## src/rtl/decode_stage.sv

```systemverilog
// Instruction decode stage: register file with writeback bypass, opcode/funct
// decode and a single ID/EX output register feeding execute.
module decode_stage (
    input  logic        clk,
    input  logic        reset,
    input  logic [31:0] instr,
    input  logic        in_valid,
    input  logic        stall,
    input  logic        flush,
    input  logic        wr_en,
    input  logic [4:0]  wr_addr,
    input  logic [31:0] wr_data,
    output logic [31:0] da,
    output logic [31:0] db,
    output logic [15:0] imm16,
    output logic [2:0]  ALUCntrl,
    output logic        ALUSrc,
    output logic [4:0]  dest,
    output logic        RegWr,
    output logic        MemWr,
    output logic        MemToReg,
    output logic        Branch,
    output logic        Jump,
    output logic        JumpReg,
    output logic        Link,
    output logic        illegal,
    output logic        out_valid
);

    localparam logic [2:0] AluAdd = 3'b000;
    localparam logic [2:0] AluSub = 3'b001;
    localparam logic [2:0] AluXor = 3'b010;
    localparam logic [2:0] AluSlt = 3'b011;

    // Control bundle order: RegWr, MemWr, MemToReg, Branch, Jump, JumpReg, Link, illegal
    logic [31:0] regs [32];
    logic [4:0]  rs, rt, rd;
    logic [5:0]  op, funct;
    logic [31:0] rd_a, rd_b;
    logic        wr_hit;

    logic [2:0]  dec_alu;
    logic        dec_src;
    logic [4:0]  dec_dest;
    logic [7:0]  dec_ctrl;

    logic [31:0] da_q, da_d, db_q, db_d;
    logic [15:0] imm_q, imm_d;
    logic [2:0]  alu_q, alu_d;
    logic        src_q, src_d;
    logic [4:0]  dest_q, dest_d;
    logic [7:0]  ctrl_q, ctrl_d;
    logic        valid_q, valid_d;
    logic [4:0]  rs_q, rs_d, rt_q, rt_d;

    assign op     = instr[31:26];
    assign rs     = instr[25:21];
    assign rt     = instr[20:16];
    assign rd     = instr[15:11];
    assign funct  = instr[5:0];
    assign wr_hit = wr_en && (wr_addr != 5'd0);

    // Register file; r0 is never written so it always reads 0
    always_ff @(posedge clk or posedge reset) begin
        if (reset) begin
            for (int i = 0; i < 32; i++) regs[i] <= 32'd0;
        end else if (wr_hit) begin
            regs[wr_addr] <= wr_data;
        end
    end

    // Operand read with same-cycle writeback bypass
    always_comb begin
        rd_a = (wr_hit && wr_addr == rs) ? wr_data : regs[rs];
        rd_b = (wr_hit && wr_addr == rt) ? wr_data : regs[rt];
    end

    // Opcode/funct decode
    always_comb begin
        dec_alu  = AluAdd;
        dec_src  = 1'b0;
        dec_dest = 5'd0;
        dec_ctrl = 8'd0;
        unique case (op)
            6'h00: begin
                unique case (funct)
                    6'h20: begin dec_ctrl[7] = 1'b1; dec_dest = rd; end
                    6'h22: begin dec_alu = AluSub; dec_ctrl[7] = 1'b1; dec_dest = rd; end
                    6'h2A: begin dec_alu = AluSlt; dec_ctrl[7] = 1'b1; dec_dest = rd; end
                    6'h08: dec_ctrl[2] = 1'b1;
                    default: dec_ctrl[0] = 1'b1;
                endcase
            end
            6'h08: begin dec_src = 1'b1; dec_ctrl[7] = 1'b1; dec_dest = rt; end
            6'h0E: begin dec_alu = AluXor; dec_src = 1'b1; dec_ctrl[7] = 1'b1; dec_dest = rt; end
            6'h23: begin
                dec_src     = 1'b1;
                dec_ctrl[7] = 1'b1;
                dec_ctrl[5] = 1'b1;
                dec_dest    = rt;
            end
            6'h2B: begin dec_src = 1'b1; dec_ctrl[6] = 1'b1; end
            6'h05: begin dec_alu = AluSub; dec_ctrl[4] = 1'b1; end
            6'h02: dec_ctrl[3] = 1'b1;
            6'h03: begin
                dec_ctrl[3] = 1'b1;
                dec_ctrl[1] = 1'b1;
                dec_ctrl[7] = 1'b1;
                dec_dest    = 5'd31;
            end
            default: dec_ctrl[0] = 1'b1;
        endcase
    end

    // ID/EX next state: flush > stall > load; bubbles zero every field
    always_comb begin
        da_d    = 32'd0;
        db_d    = 32'd0;
        imm_d   = 16'd0;
        alu_d   = AluAdd;
        src_d   = 1'b0;
        dest_d  = 5'd0;
        ctrl_d  = 8'd0;
        valid_d = 1'b0;
        rs_d    = 5'd0;
        rt_d    = 5'd0;
        if (flush) begin
            // bubble (defaults)
        end else if (stall) begin
            da_d    = (wr_hit && wr_addr == rs_q) ? wr_data : da_q;
            db_d    = (wr_hit && wr_addr == rt_q) ? wr_data : db_q;
            imm_d   = imm_q;
            alu_d   = alu_q;
            src_d   = src_q;
            dest_d  = dest_q;
            ctrl_d  = ctrl_q;
            valid_d = valid_q;
            rs_d    = rs_q;
            rt_d    = rt_q;
        end else if (in_valid) begin
            da_d    = rd_a;
            db_d    = rd_b;
            imm_d   = instr[15:0];
            alu_d   = dec_alu;
            src_d   = dec_src;
            dest_d  = dec_dest;
            ctrl_d  = dec_ctrl;
            valid_d = 1'b1;
            rs_d    = rs;
            rt_d    = rt;
        end
    end

    // ID/EX output register
    always_ff @(posedge clk or posedge reset) begin
        if (reset) begin
            da_q    <= 32'd0;
            db_q    <= 32'd0;
            imm_q   <= 16'd0;
            alu_q   <= AluAdd;
            src_q   <= 1'b0;
            dest_q  <= 5'd0;
            ctrl_q  <= 8'd0;
            valid_q <= 1'b0;
            rs_q    <= 5'd0;
            rt_q    <= 5'd0;
        end else begin
            da_q    <= da_d;
            db_q    <= db_d;
            imm_q   <= imm_d;
            alu_q   <= alu_d;
            src_q   <= src_d;
            dest_q  <= dest_d;
            ctrl_q  <= ctrl_d;
            valid_q <= valid_d;
            rs_q    <= rs_d;
            rt_q    <= rt_d;
        end
    end

    assign da        = da_q;
    assign db        = db_q;
    assign imm16     = imm_q;
    assign ALUCntrl  = alu_q;
    assign ALUSrc    = src_q;
    assign dest      = dest_q;
    assign RegWr     = ctrl_q[7];
    assign MemWr     = ctrl_q[6];
    assign MemToReg  = ctrl_q[5];
    assign Branch    = ctrl_q[4];
    assign Jump      = ctrl_q[3];
    assign JumpReg   = ctrl_q[2];
    assign Link      = ctrl_q[1];
    assign illegal   = ctrl_q[0];
    assign out_valid = valid_q;

endmodule

```

## config.mk

```make
export PLATFORM = sky130hd
export DESIGN_NAME = decode_stage
export DESIGN_NICKNAME = d
export VERILOG_FILES = /design/src/rtl/decode_stage.sv
export SDC_FILE = /design/constraint.sdc
export NUM_CORES = 2
export LEC_CHECK = 0
export BUFFER_PORTS_ARGS = -buffer_cell sky130_fd_sc_hd__clkbuf_2
export CAP_MARGIN = 40
export CORE_MARGIN = 2
export CORE_UTILIZATION = 60
export DETAILED_ROUTE_END_ITERATION = 8
export PLACE_DENSITY = 0.81
export SETUP_SLACK_MARGIN = 0.4
export SLEW_MARGIN = 20
export SYNTH_ARGS = -nofsm -noshare
export SYNTH_HDL_FRONTEND = slang
export SYNTH_SLANG_ARGS = --single-unit
```

## constraint.sdc

```tcl
create_clock -name clk -period 62.5 [get_ports clk]
set_input_delay 9.375 -clock clk [delete_from_list [all_inputs] [get_ports clk]]
set_output_delay 9.375 -clock clk [all_outputs]
set_load 0.005 [all_outputs]
```

==> flow_summary_export.csv <==
group,metric,value,unit
run_status,status,"finished clean",
sta,tightest_slew,1.04,ns
synth,dominantRegCellSynth,"dfrtp_1",
placement,detailedPlace.worstSlack,48.46,ns
clock_network,clk_pin_slew_worst_paths,0.06,ns
worst_setup_path,worst_ep_required_time,63.13,ns
clock_network,source_to_sink_clock_delay_at_the_later_pin_of_the_worst_skew_pair,0.72,ns
floorplanning,total_die_area,98900,µm²
sta,setup_tns,0,ns
worst_setup_path,crit_path_top_delay_cell,"buf_8",
pwr,power_share_of_the_clock_group,0.355,
worst_setup_path,critical_path_arrival,13.58,ns
floorplanning,core_region_area,95300,µm²
worst_setup_path,worst_r2r_path_depth,6,
sta,fin_skew,0.0323,ns
sta,grt_setup_unrepaired,"no",
synth,synth.avg_cell_area,14.0,µm²
sta,drv_slew,0,
final_layout,area.growth.synth_to_final,10.8,%
final_layout,antenna-diode-count,0,
sta,final_hold_viol_count,0,
clock_network,tritoncts_buffer_count,116,
clock_network,cts.root.buffer_cell,"clkbuf_16",
global_routing,grt_max_degree,183,
route,drtAntennaViolNets,0,
route,drt_drc,0,
worst_setup_path,critPathLaunchType,"input port",
synth,synth-edff-count,0,
route,vias,39700,
route,detailed_router_s_first_iteration_violation_count,4760,
route,vias_per_cell,7.28,
floorplanning,chip_width,315,µm
route,detail_route.wl_per_cell,31.5,µm
pwr,sequentialPowerShare,0.472,
worst_setup_path,crit_family,"buffers and inverters",
synth,synthesis.area,57900,µm²
worst_setup_path,max_stage_delay,0.57,ns
worst_setup_path,critical_path.n_buffers_inverters,8,
worst_setup_path,r2r_start,"rs_q[2]",
clock_network,tritoncts,"built",
pwr,internal_power,0.00149,W
placement,io_buffer_count,171,
final_layout,util_after_layout,0.673,
floorplanning,floorplan.rows,113,
route,drt_first_pass_iters,6,
synth,synth_seq_cells,1131,
clock_network,cts.repair.resized,0,
pwr,netSwitchingFraction,0.268,
clock_network,clkSinkCount,1131,
sta,final_worst_path_setup_slack,49.54,ns
global_routing,antenna_violations_before_repair,2,
sta,post-route-period-util,0.207,
global_routing,grt_pass1_wl,256000,µm
pwr,irDropWorstVdd,0.0269,mV
final_layout,final_nets,4165,
sta,period_needed,12.96,ns
global_routing,first_global_vias,40400,
route,wl_met3,17700,µm
floorplanning,die_height,315,µm
placement,detailed_placement_wirelength_estimate,98300,µm
sta,max_freq,77.2,MHz
synth,seq_area_frac_synth,0.489,
worst_setup_path,path_common_cell,"buf_4",
worst_setup_path,timing.setup.critical_path_class,"in2reg",
sta,max_slew_margin,0.309,
sta,setup_viol_count_final,0,
synth,share_of_flip_flops_with_an_asynchronous_set_or_reset,1.00,
route,topRoutingLayerUsed,"met5",
route,drt_wl_total,171000,µm
clock_network,htreeDepth,3,
worst_setup_path,r2r_end,"da[7]",
worst_setup_path,cp-startpoint,"instr[22]",
worst_setup_path,path_cells,"buf_8, buf_4, buf_16, buf_4, buf_4, buf_16, buf_4, buf_16, mux2i_1, a22oi_1, nand4_1, nor4_1, a221o_1",
synth,number_of_library_cell_types_mapped_by_synthesis,48,
run,drv.max_cap_violation_count,0,
floorplanning,floorplan.initialDensity,0.607,
synth,synth.yosys.warnings,0,
global_routing,gr-total-overflow,0,
placement,gp_congestion,0.864,
global_routing,global_route.usage.total,0.346,
route,m1WireLength,66200,µm
floorplanning,num_io_pins,173,
pwr,powerDensity,31.8,nW/µm²
worst_setup_path,worst-path-stages,13,
synth,synthesis.instances,4143,
worst_setup_path,crit_end,"da[7]",
worst_setup_path,worst-r2r-setup-slack,60.05,ns
pwr,power_leakage,28.9,nW
clock_network,post_cts.repair.setup_buffers,0,
clock_network,clk_path_buf_depth,3,
route,routed-wl-met2,78500,µm
pwr,combPwrFrac,0.172,
final_layout,layout-drive-gt1-share,0.412,
worst_setup_path,worst-path-max-fanout,82,
synth,syn_nets,4218,
min_path,hold_path_class,"reg2reg",
worst_setup_path,worstSetupEndpointType,"register",
pwr,switching_power,0.000546,W
clock_network,cts.hold.buffers_added,0,
worst min-delay path by stage:
stage / cells past startpoint / end / start / slack, ns
global placement: 0 / regs[1017] / regs[1017] / 0.38
global route: 0 / regs[1004] / regs[1004] / 0.41
floorplan: 1 / regs[1000] / regs[1000] / 0.45
detailed placement: 0 / regs[996] / regs[996] / 0.39
finish: 0 / regs[1000] / regs[1000] / 0.40
CTS: 0 / regs[997] / regs[997] / 0.40
worst reg2reg max path, cell delays in order (launching register included):
cell	delay, ns
dfrtp_1	0.39
xnor2_1	0.14
nand2_1	0.08
or4_1	0.57
a21oi_4	0.20
buf_4	0.67
a221o_1	0.32
registers in the layout (all words and copies together), names as in the netlist:
register,cells
regs,1024
da,32
db,32
imm16,16
ctrl_q,8
dest,5
rs_q,5
rt_q,5
ALUCntrl,2
ALUSrc,1
out_valid,1
power groups by stage:
stage	registers, W	logic [W]	clock network [W]
finish	0.000962	0.000351	0.000723
floorplan	0.000939	0.000279	0
global route	0.000975	0.000377	0.000759
CTS	0.000956	0.000348	0.000726
global placement	0.000956	0.000330	0
detailed placement	0.000967	0.000345	0
stage by stage:
step	hold slack, ns	power, W	area, µm²	instances
3_3_place_gp	0.384	0.00129	59500	5212
5_1_grt	0.405	0.00211	64100	5451
2_1_floorplan	0.449	0.00122	57900	4143
4_1_cts	0.401	0.00203	63900	5443
6_report	0.399	0.00204	64100	5451
3_5_place_dp	0.388	0.00131	59900	5229
cells by family after synthesis:
| family | count (synthesis) | synth area share |
|---|---|---|
| AOI/OAI and AO/OA | 507 | 0.0661 |
| xor gates and xnor gates | 21 | 0.00318 |
| buffers and inverters | 467 | 0.0338 |
| DFF | 1131 | 0.489 |
| muxes | 1760 | 0.381 |
| other | 1 | 0.0000648 |
| and+or+nand+nor | 256 | 0.0265 |
layer usage:
layer	GRT usage	vias up
met5	0	-
met4	0.173	4
met3	0.0810	539
met2	0.523	2396
met1	0.472	20800
li1	-	15900
placed cells by master, fill, tap and decap left out, types with 6 or more instances in the layout:
cell type,instances
clkinv_2,18
buf_4,96
nor2_1,8
clkbuf_2,167
mux2i_1,512
nor4_1,67
a221o_1,64
clkbuf_16,118
a22o_1,30
nor4bb_4,6
buf_12,7
bufinv_16,9
o21ai_1,6
nand3b_1,7
nand2_1,20
a22oi_1,256
nor3_1,6
nand3_1,6
clkbuf_8,37
dfrtp_1,1131
xnor2_1,17
nand2_2,15
mux4_2,256
clkbuf_1,24
mux2_1,70
o22ai_1,129
buf_16,17
nand4_1,67
nor2_4,13
mux2_2,922
cells in the mapped netlist, drive strengths merged, types with 2 or more instances:
library cell | n | area [µm²]
dfrtp | 1131 | 28300
mux2 | 992 | 11200
mux2i | 512 | 5120
clkbuf | 267 | 1000
a22oi | 256 | 1920
mux4 | 256 | 5770
buf | 197 | 941
o22ai | 129 | 807
nor4 | 69 | 432
nand4 | 67 | 419
a221o | 64 | 641
nand2 | 35 | 131
a22o | 30 | 263
nor2 | 21 | 78.8
xnor2 | 17 | 149
o21ai | 12 | 60.1
nand3 | 8 | 40.0
nand3b | 7 | 52.6
nor4bb | 7 | 70.1
nor3 | 6 | 30.0
nor4b | 6 | 58.8
or4 | 6 | 45.0
a221oi | 5 | 43.8
nand2b | 4 | 25.0
nor3b | 4 | 30.0
xor2 | 4 | 35.0
a21oi | 3 | 18.8
and2 | 3 | 18.8
and3 | 3 | 18.8
inv | 3 | 11.3
or3b | 3 | 26.3
a32o | 2 | 20.0
and4b | 2 | 20.0
nor2b | 2 | 12.5
o31ai | 2 | 15.0
or2 | 2 | 12.5
cell type report:
class,count,area (µm²)
clock buffer,179,3550
sequential,1131,28300
clock inverter,35,449
fill,6520,31200
timing repair buffer,293,2250
inverter,3,18.8
multi-input combinational,2545,27900
tap,1265,1580
(Power assumes the default switching activity.)
